<file path="config.mk">
export PLATFORM = sky130hd
export DESIGN_NAME = key_press_conditioner
export DESIGN_NICKNAME = d
export VERILOG_FILES = /design/src/rtl/key_press_conditioner.sv
export SDC_FILE = /design/constraint.sdc
export NUM_CORES = 1
export LEC_CHECK = 0
export ABC_CLOCK_PERIOD_IN_PS = 3760
export CAP_MARGIN = 40
export CORE_AREA = 10 10 104 106
export DETAILED_ROUTE_END_ITERATION = 7
export DIE_AREA = 0 0 114 116
export GPL_TIMING_DRIVEN = 0
export PLACE_DENSITY = 0.62
export REMOVE_ABC_BUFFERS = 1
export SLEW_MARGIN = 40
export SYNTH_ARGS = -nofsm -noshare
export SYNTH_HDL_FRONTEND = slang
export SYNTH_SLANG_ARGS = --single-unit
</file>
<file path="constraint.sdc">
create_clock -name clock -period 3.76 [get_ports clock]
set_clock_uncertainty 0.15 [all_clocks]
set_input_delay 0.752 -clock clock [delete_from_list [all_inputs] [get_ports clock]]
set_output_delay 0.752 -clock clock [all_outputs]
set_load 0.01 [all_outputs]
</file>
<file path="src/rtl/key_press_conditioner.sv">
// Push-button front end: synchronizes and debounces active-low keys, then emits
// one single-cycle one-hot pulse per press, re-arming only after all keys are released.
module key_press_conditioner #(
  parameter int NUM_KEYS        = 4,
  parameter int DEBOUNCE_CYCLES = 50000
) (
  input  logic                clock,
  input  logic                reset,
  input  logic [NUM_KEYS-1:0] key_n,
  input  logic                enable,
  output logic [NUM_KEYS-1:0] key_pulse,
  output logic [NUM_KEYS-1:0] key_held,
  output logic                multi,
  output logic                armed
);

  localparam int              CNT_W   = $clog2(DEBOUNCE_CYCLES);
  localparam logic [CNT_W-1:0] CNT_MAX = CNT_W'(DEBOUNCE_CYCLES - 1);

  typedef enum logic {ST_ARMED, ST_HELD} state_t;

  logic [NUM_KEYS-1:0] sync_p0;
  logic [NUM_KEYS-1:0] sync_p1;
  logic [CNT_W-1:0]    cnt [NUM_KEYS];
  logic [NUM_KEYS-1:0] held_p1;
  logic [NUM_KEYS-1:0] rise;
  logic [NUM_KEYS-1:0] pulse_next;
  state_t              state;
  state_t              state_next;

  function automatic logic [NUM_KEYS-1:0] isolate_lowest(input logic [NUM_KEYS-1:0] v);
    return v & (~v + NUM_KEYS'(1));
  endfunction

  // Stage p0/p1: two-flop synchronizer, inverted so 1 means pressed
  always_ff @(posedge clock or posedge reset) begin
    if (reset) begin
      sync_p0 <= '0;
      sync_p1 <= '0;
    end else begin
      sync_p0 <= ~key_n;
      sync_p1 <= sync_p0;
    end
  end

  // Debounce: level changes only after DEBOUNCE_CYCLES consecutive disagreeing samples
  always_ff @(posedge clock or posedge reset) begin
    if (reset) begin
      key_held <= '0;
      for (int i = 0; i < NUM_KEYS; i++) cnt[i] <= '0;
    end else begin
      for (int i = 0; i < NUM_KEYS; i++) begin
        if (sync_p1[i] == key_held[i]) begin
          cnt[i] <= '0;
        end else if (cnt[i] == CNT_MAX) begin
          key_held[i] <= sync_p1[i];
          cnt[i]      <= '0;
        end else begin
          cnt[i] <= cnt[i] + CNT_W'(1);
        end
      end
    end
  end

  // Edge detect on the debounced level
  always_ff @(posedge clock or posedge reset) begin
    if (reset) held_p1 <= '0;
    else       held_p1 <= key_held;
  end

  assign rise  = key_held & ~held_p1;
  assign multi = (key_held & (key_held - NUM_KEYS'(1))) != '0;
  assign armed = (state == ST_ARMED);

  always_comb begin
    state_next = state;
    pulse_next = '0;
    case (state)
      ST_ARMED: begin
        if (enable && (rise != '0)) begin
          pulse_next = isolate_lowest(rise);
          state_next = ST_HELD;
        end else if (!enable && (key_held != '0)) begin
          state_next = ST_HELD;
        end
      end
      ST_HELD: begin
        if (key_held == '0) state_next = ST_ARMED;
      end
      default: state_next = ST_ARMED;
    endcase
  end

  // Press FSM and registered pulse output
  always_ff @(posedge clock or posedge reset) begin
    if (reset) begin
      state     <= ST_ARMED;
      key_pulse <= '0;
    end else begin
      state     <= state_next;
      key_pulse <= pulse_next;
    end
  end

endmodule
</file>
==> qor_table.md <==
| Metric | Reported |
|:---|:---|
| Arrival time at the worst endpoint | 1.84 ns |
| Synthesis-to-finish area growth | 13.8% |
| EDFF count, synth | 0 |
| Xor/xnor share of the synthesized area | 0.130 |
| Routed length on met3 | 279 um |
| Outcome | finished clean |
| Portion of the post-synthesis area used by sequential elements | 0.552 |
| Commonest cells in the synthesized netlist | sky130_fd_sc_hd__dfrtp_1, sky130_fd_sc_hd__nor2_1, sky130_fd_sc_hd__xnor2_1 |
| Origin of the worst min-delay path | sync_p0[2] |
| Total Routing Usage GR | 0.115 |
| Final-report hold violation count | 0 |
| Count of state elements after synthesis | 85 |
| Sort of element at the start of the critical path | flop |
| Synth Instances | 371 |
| Critical path origin | key_held[1] |
| Routed via count | 2646 |
| CTS Hold Buffers Added | 0 |
| CTS Buf Count | 9 |
| Reg2reg setup slack | 1.79 ns |
| Dominant combinational cell family by area after synthesis | simple AND/OR/NAND/NOR gates |
| Number of DRC violations after detailed routing | 0 |
| Antenna violations before repair | 0 |
| Final-report max-slew violation count | 0 |
| IO Count | 17 |
| Clk pin slew, worst setup/hold paths | 0.08 ns |
| Post-route standard cell area excluding fillers | 4380 sq um |
| Ratio of routed vias to standard cells | 5.22 |
| CP max FO | 7 |
| Number of instances resized during post-cts repair | 0 |
| Total of buffers placed on input and output ports | 16 |
| Min cycle time layout | 2.75 ns |
| Area of the die | 13200 sq um |
| Share of async-settable or async-resettable flops after synthesis | 1.00 |
| Post-Synth Simple-Gate Area | 0.259 |
| Dominant synthesized flop cell | sky130_fd_sc_hd__dfrtp_1 |
| CORE AREA | 8680 sq um |
| Count of final setup violators | 0 |
| Area leader, netlist | sky130_fd_sc_hd__dfrtp_1 |
| Multiplexer share of the synthesized area | 0.0117 |
| Syn. warnings | 0 |
| Relative max-transition margin | 0.649 |
| Startpoint of the most critical register-to-register path | cnt[56] |
| Final RePlAce weighted congestion | 0.766 |
| Buffers inserted during post-CTS setup optimization | 0 |
| Top-count cell post-synth | sky130_fd_sc_hd__dfrtp_1 |
| Top post-synthesis cells by area | sky130_fd_sc_hd__dfrtp_1, sky130_fd_sc_hd__xnor2_1, sky130_fd_sc_hd__nor2_1 |
| Met1 Wirelength | 3260 um |
| Vias in the first global route | 2602 |
| Required time reported for the critical path endpoint | 2.86 ns |
| N_diodes | 0 |
| HPWL after detailed placement | 4710 um |
| Number of standard-cell rows in the floorplan | 34 |
| Die Span X | 114 um |
| DRC violation total after the first TritonRoute iteration | 99 |
| PwrDens | 396 nW/um^2 |
| Area share of the largest cell type after synthesis | 0.552 |
| Layout cell share with drive strength beyond 1 | 0.0702 |
| Die height | 116 um |
| Total congestion overflow | 0 |
| Clk sinks | 85 |
| Final Total Pwr | 0.00173 W |
| Number of nets in the layout | 405 |
| Effective utilization at floorplan | 0.444 |
| Static leakage | 1.78 nW |
| Antenna Nets Post-Route | 0 |
| CTS tree | built |
| First-pass GRT wire length | 12500 um |
| Cell area after synthesis | 3850 sq um |
| Adder-cell area share of the yosys netlist | 0.0156 |
| Share of the clock period used by the worst path after layout | 0.730 |
| Mean Syn Cell Area | 10.4 sq um |
| Average wire length per cell after detail routing | 13.6 um |
| Final Routed Wirelength | 6890 um |
| 1st-pass router iterations | 4 |
| Top achievable clock speed | 0.364 GHz |
| Aggregate negative setup slack | 0 ns |
| Routed length on met2 | 3240 um |
| Worst-Margin Slew | 0.525 ns |
| Worst setup path class | flop to output port |
| Count of distinct cell types in the synthesized netlist | 34 |
| Maximum number of buffers from clock root to sink | 2 |
| CTS root buf | sky130_fd_sc_hd__clkbuf_8 |
| Uppermost layer routed | met4 |
| Post-DP Area | 4160 sq um |
| Crit. End Element | output port |
| Setup repair after global routing missed its margin | false |
| Maximum Capacitance Violations | 0 |
| Number of levels the H-tree was split into | 3 |
| Clock latency reported for the late side of the worst-skew pair | 0.36 ns |
| Share of the synthesized area in compound gates (AO/OA/AOI/OAI) | 0.00877 |
| Hold/Removal Path Class | flop to flop |
| Worst vdd rail ir drop | 0.000293 V |
| Maximum number of pins on one net before global-route repair | 56 |
final cells by class:
| type | count | area (sq um) |
|---|---|---|
| Tap cell | 108 | 135 |
| Multi-Input combinational cell | 264 | 1640 |
| Sequential cell | 85 | 2130 |
| Clock inverter | 7 | 103 |
| Inverter | 17 | 68.8 |
| Fill cell | 829 | 4300 |
| Timing Repair Buffer | 17 | 188 |
| Clock buffer | 9 | 124 |
power breakdown:
group / switching (W) / internal, W
registers: 0.0000139 / 0.000929
logic: 0.0000401 / 0.0000236
clock network: 0.000343 / 0.000385
kinds of logic after synthesis:
family,Yosys count
flip-flops,85
multiplexers,4
XOR/XNOR,57
buffers and inverters,22
AO/OA/AOI/OAI,6
adder cells (fa/ha/maj),5
AND/OR/NAND/NOR,192
registers in the layout (all words and copies together), names as in the netlist:
signal     flops
cnt           64
held_p1        4
key_held       4
key_pulse      4
state          1
sync_p0        4
sync_p1        4
worst max-delay path, stage by stage (launching register included):
cell and delay, ns:
sky130_fd_sc_hd__dfrtp_1 0.47, sky130_fd_sc_hd__maj3_1 0.37, sky130_fd_sc_hd__nor2_1 0.09, sky130_fd_sc_hd__nor2_1 0.06
sky130_fd_sc_hd__clkdlybuf4s50_1 0.50
path summary, 6_finish.rpt:
path,to,depth (start not counted)
min in group asynchronous,cnt[6],2
max in group asynchronous,cnt[43],3
worst min-delay path,sync_p1[2],0
worst min register to register,sync_p1[2],0
worst max register to register,cnt[59],4
worst max-delay path,multi,4
per-stage QoR:
stage | std cells | util | setup WS, ns | hold WS, ns
floorplan | 366 | - | 0.665 | 0.181
global placement | 490 | 0.475 | -0.719 | 0.182
global route | 507 | 0.505 | 0.871 | 0.223
CTS | 507 | 0.505 | 0.987 | 0.205
finish | 507 | 0.505 | 1.01 | 0.204
detailed placement | 491 | 0.479 | 1.37 | 0.185
cell usage in the layout (no fill, tap or decap), types with 2 or more instances in the layout:
cell and count:
sky130_fd_sc_hd__inv_1 16, sky130_fd_sc_hd__nor2b_1 3, sky130_fd_sc_hd__xnor2_1 44, sky130_fd_sc_hd__nor3b_1 2
sky130_fd_sc_hd__ha_1 4, sky130_fd_sc_hd__bufinv_16 2, sky130_fd_sc_hd__nor4bb_1 7, sky130_fd_sc_hd__nand3_1 21
sky130_fd_sc_hd__dfrtp_1 85, sky130_fd_sc_hd__nor2_1 69, sky130_fd_sc_hd__and3_1 6, sky130_fd_sc_hd__nand2b_1 3
sky130_fd_sc_hd__nand2_1 21, sky130_fd_sc_hd__nor3_1 15, sky130_fd_sc_hd__nand4_1 15, sky130_fd_sc_hd__inv_6 4
sky130_fd_sc_hd__clkdlybuf4s50_1 16, sky130_fd_sc_hd__clkbuf_8 9, sky130_fd_sc_hd__nand4_2 2, sky130_fd_sc_hd__and4_1 2
sky130_fd_sc_hd__mux2_2 4, sky130_fd_sc_hd__a21oi_1 3, sky130_fd_sc_hd__xor2_1 13, sky130_fd_sc_hd__nor4b_1 3
sky130_fd_sc_hd__nor4_1 16
layer usage:
layer / up-vias / GRT usage
met1: 1290 / 0.153
met2: 43 / 0.174
met3: 5 / 0.0274
met4: 0 / 0.0551
met5: - / 0
li1: 1308 / -
No activity file was read; power rests on OpenSTA's default activity.
==> RTL edit: new RTL, config.mk and constraints unchanged <==
Set the parameter `DEBOUNCE_CYCLES` to 200000 (it was 50000).
--- a/src/rtl/key_press_conditioner.sv
+++ b/src/rtl/key_press_conditioner.sv
@@ -2,7 +2,7 @@
 // one single-cycle one-hot pulse per press, re-arming only after all keys are released.
 module key_press_conditioner #(
   parameter int NUM_KEYS        = 4,
-  parameter int DEBOUNCE_CYCLES = 50000
+  parameter int DEBOUNCE_CYCLES = 200000
 ) (
   input  logic                clock,
   input  logic                reset,
Formal check against the unedited RTL: no difference found for any inputs over 10 cycles, from zero or initial values and one cycle with reset high; that may be too few to reach the edited logic, so the function may still have changed.
==> RTL edit against the original RTL <==
- total power is 1.1% higher
- register-to-register slack got worse by 0.39 ns
- worst hold slack got worse by 0.0064 ns
- synthesized area up 12%
- critical path depth unchanged
- critical path type unchanged
- sequential cell count is 8 higher
- fmax shrank 0.44%
- design area up 9.9%
- first-iteration DRC count shrank 12%
- routed wire length up 12%
- setup slack got worse by 0.012 ns
==> RTL edit: results (changes against the original RTL) <==
INFO  synthesis      synth_sequential_area_ratio=0.5380 [was 0.5521]
INFO  run_status     outcome=complete, no violations [unchanged]
INFO  power_and_ir_drop total_leakage_power=1.914nW [was 1.780 nW]
INFO  route          detail_route.wirelength=7718um [was 6889 um]
INFO  cells_and_area biggest_register=cnt [unchanged]
INFO  placement      dp_worst_setup_slack=1.382ns [was 1.372 ns]
INFO  clock_tree     cts_root_buffer=sky130_fd_sc_hd__clkbuf_8 [unchanged]
INFO  power_and_ir_drop irDropWorstVdd=0.2069mV [was 0.2930 mV]
INFO  synthesis      netlist-cell-type-count=39 [was 34]
INFO  placement      place.detailed.hpwl=5323um [was 4715 um]
INFO  synthesis      yosys-top-cells-area=sky130_fd_sc_hd__dfrtp_1 (54%), sky130_fd_sc_hd__xnor2_1 (8.5%), sky130_fd_sc_hd__nor2_1 (7.1%) [was sky130_fd_sc_hd__dfrtp_1 (55%), sky130_fd_sc_hd__xnor2_1 (10%), sky130_fd_sc_hd__nor2_1 (6.7%)]
INFO  clock_tree     cts.repair_timing.setup_buffer_count=0 [unchanged]
INFO  route          drt_iter0_drc=87 [was 99]
INFO  clock_tree     clockBufferDepth=2 [unchanged]
INFO  clock_tree     clkTransAtPathRegs=0.10ns [was 0.08 ns]
INFO  clock_tree     cts_made_buffers=9 [unchanged]
INFO  cells_and_area largest_reg_flops=72 [was 64]
INFO  route          vias=3,078 [was 2,646]
INFO  hold_path      worst_hold_startpoint=sync_p0[2] [unchanged]
INFO  global_route   vias_in_the_first_global_route=2,958 [was 2,602]
INFO  timing         worst_slew_pin_slew=0.7345ns [was 0.5250 ns]
INFO  synthesis      synthesis.yosys.warnings=0 [unchanged]
INFO  critical_path  critical_path.reg2reg.endpoint=cnt[62] [was cnt[59]]
INFO  cells_and_area nFillCells=794 [was 829]
INFO  critical_path  crit_arrival=1.86ns [was 1.84 ns]
INFO  placement      finalWeightedCongestion=0.8326 [was 0.7661]
INFO  global_route   gr-usage-all-layers=0.1259 [was 0.1152]
INFO  cells_and_area drive_above_1_share=0.05778 [was 0.07018]
INFO  global_route   grt_first_pass_wirelength=13,800um [was 12,500 um]
INFO  critical_path  timing.rr.start=cnt[68] [was cnt[56]]
INFO  timing         final.hold.worst_slack=0.1976ns [was 0.2040 ns]
INFO  placement      portBuffers=16 [unchanged]
INFO  cells_and_area final_net_count=456 [was 405]
INFO  synthesis      synthTopCellsByCount=sky130_fd_sc_hd__dfrtp_1 (93), sky130_fd_sc_hd__nor2_1 (82), sky130_fd_sc_hd__xnor2_1 (42) [was sky130_fd_sc_hd__dfrtp_1 (85), sky130_fd_sc_hd__nor2_1 (69), sky130_fd_sc_hd__xnor2_1 (44)]
INFO  hold_path      hold_path_class=reg2reg [unchanged]
INFO  power_and_ir_drop p_int=0.001346W [was 0.001337 W]
INFO  global_route   grt_max_degree=59 [was 56]
[RTL edit: changes by cell type after synthesis, moves of 3 or more]
cell                       change
sky130_fd_sc_hd__nand4_1      +16
sky130_fd_sc_hd__nor2_1       +13
sky130_fd_sc_hd__dfrtp_1       +8
sky130_fd_sc_hd__xor2_1        +7
sky130_fd_sc_hd__or3_1         +6
sky130_fd_sc_hd__nor4bb_1      -5
sky130_fd_sc_hd__and4_1        +4
sky130_fd_sc_hd__o21ai_0       +4
sky130_fd_sc_hd__and3_1        -3
sky130_fd_sc_hd__nand2_1       -3
[RTL edit: final cells by class]
type                    count  share of cell area
clock buffers              10             0.02650
clock inverters             6             0.01325
inverters                  18             0.01507
multi-input cells         306              0.3949
flip-flops and latches     93              0.4832
well taps                 108             0.02806
repair buffers             17             0.03897
[RTL edit: worst max-delay path by stage]
stage	startpoint	to	slack [ns]	cells past startpoint
floorplan	reset	cnt[0]	0.44	1
global placement	reset	cnt[66]	-0.99	2
detailed placement	key_held[3]	multi	1.38	4
CTS	key_held[3]	multi	0.98	4
global route	key_held[3]	multi	0.86	4
finish	key_held[3]	multi	1.00	4
[RTL edit: logic make-up after synthesis]
| group | share of synthesized area |
|---|---|
| compound gates | 0.02517 |
| xor+xnor | 0.1255 |
| mux | 0.01041 |
| flops | 0.5380 |
| fa+ha+maj | 0.01389 |
| buf+inv | 0.02516 |
| simple gates | 0.2618 |
[RTL edit: critical path, cell delays in order (launching register included)]
cell and delay (ns):
sky130_fd_sc_hd__dfrtp_1 0.48, sky130_fd_sc_hd__maj3_1 0.38, sky130_fd_sc_hd__nor2_1 0.09, sky130_fd_sc_hd__nor2_1 0.07, sky130_fd_sc_hd__clkdlybuf4s50_1 0.49
[RTL edit: stage by stage]
step | std cells | area (sq um)
after CTS | 558 | 4816
after global placement | 541 | 4579
final | 558 | 4816
after detailed placement | 542 | 4624
after floorplan | 417 | 4284
after global routing | 558 | 4816
[RTL edit: routing by layer]
layer,routed length [um],share of wire,global-route usage
met5,0,0,0
met4,119,0.015,0.06182
met3,299,0.039,0.02791
met2,3472,0.45,0.1875
met1,3826,0.50,0.1700
[RTL edit: power by group through the flow]
stage | combinational, W | sequential (W) | clock, W
3_3_place_gp | 0.0000675 | 0.00105 | 0
5_1_grt | 0.0000847 | 0.00103 | 0.000719
6_report | 0.0000707 | 0.00103 | 0.000652
4_1_cts | 0.0000739 | 0.00103 | 0.000673
3_5_place_dp | 0.0000738 | 0.00105 | 0
2_1_floorplan | 0.0000472 | 0.00105 | 0
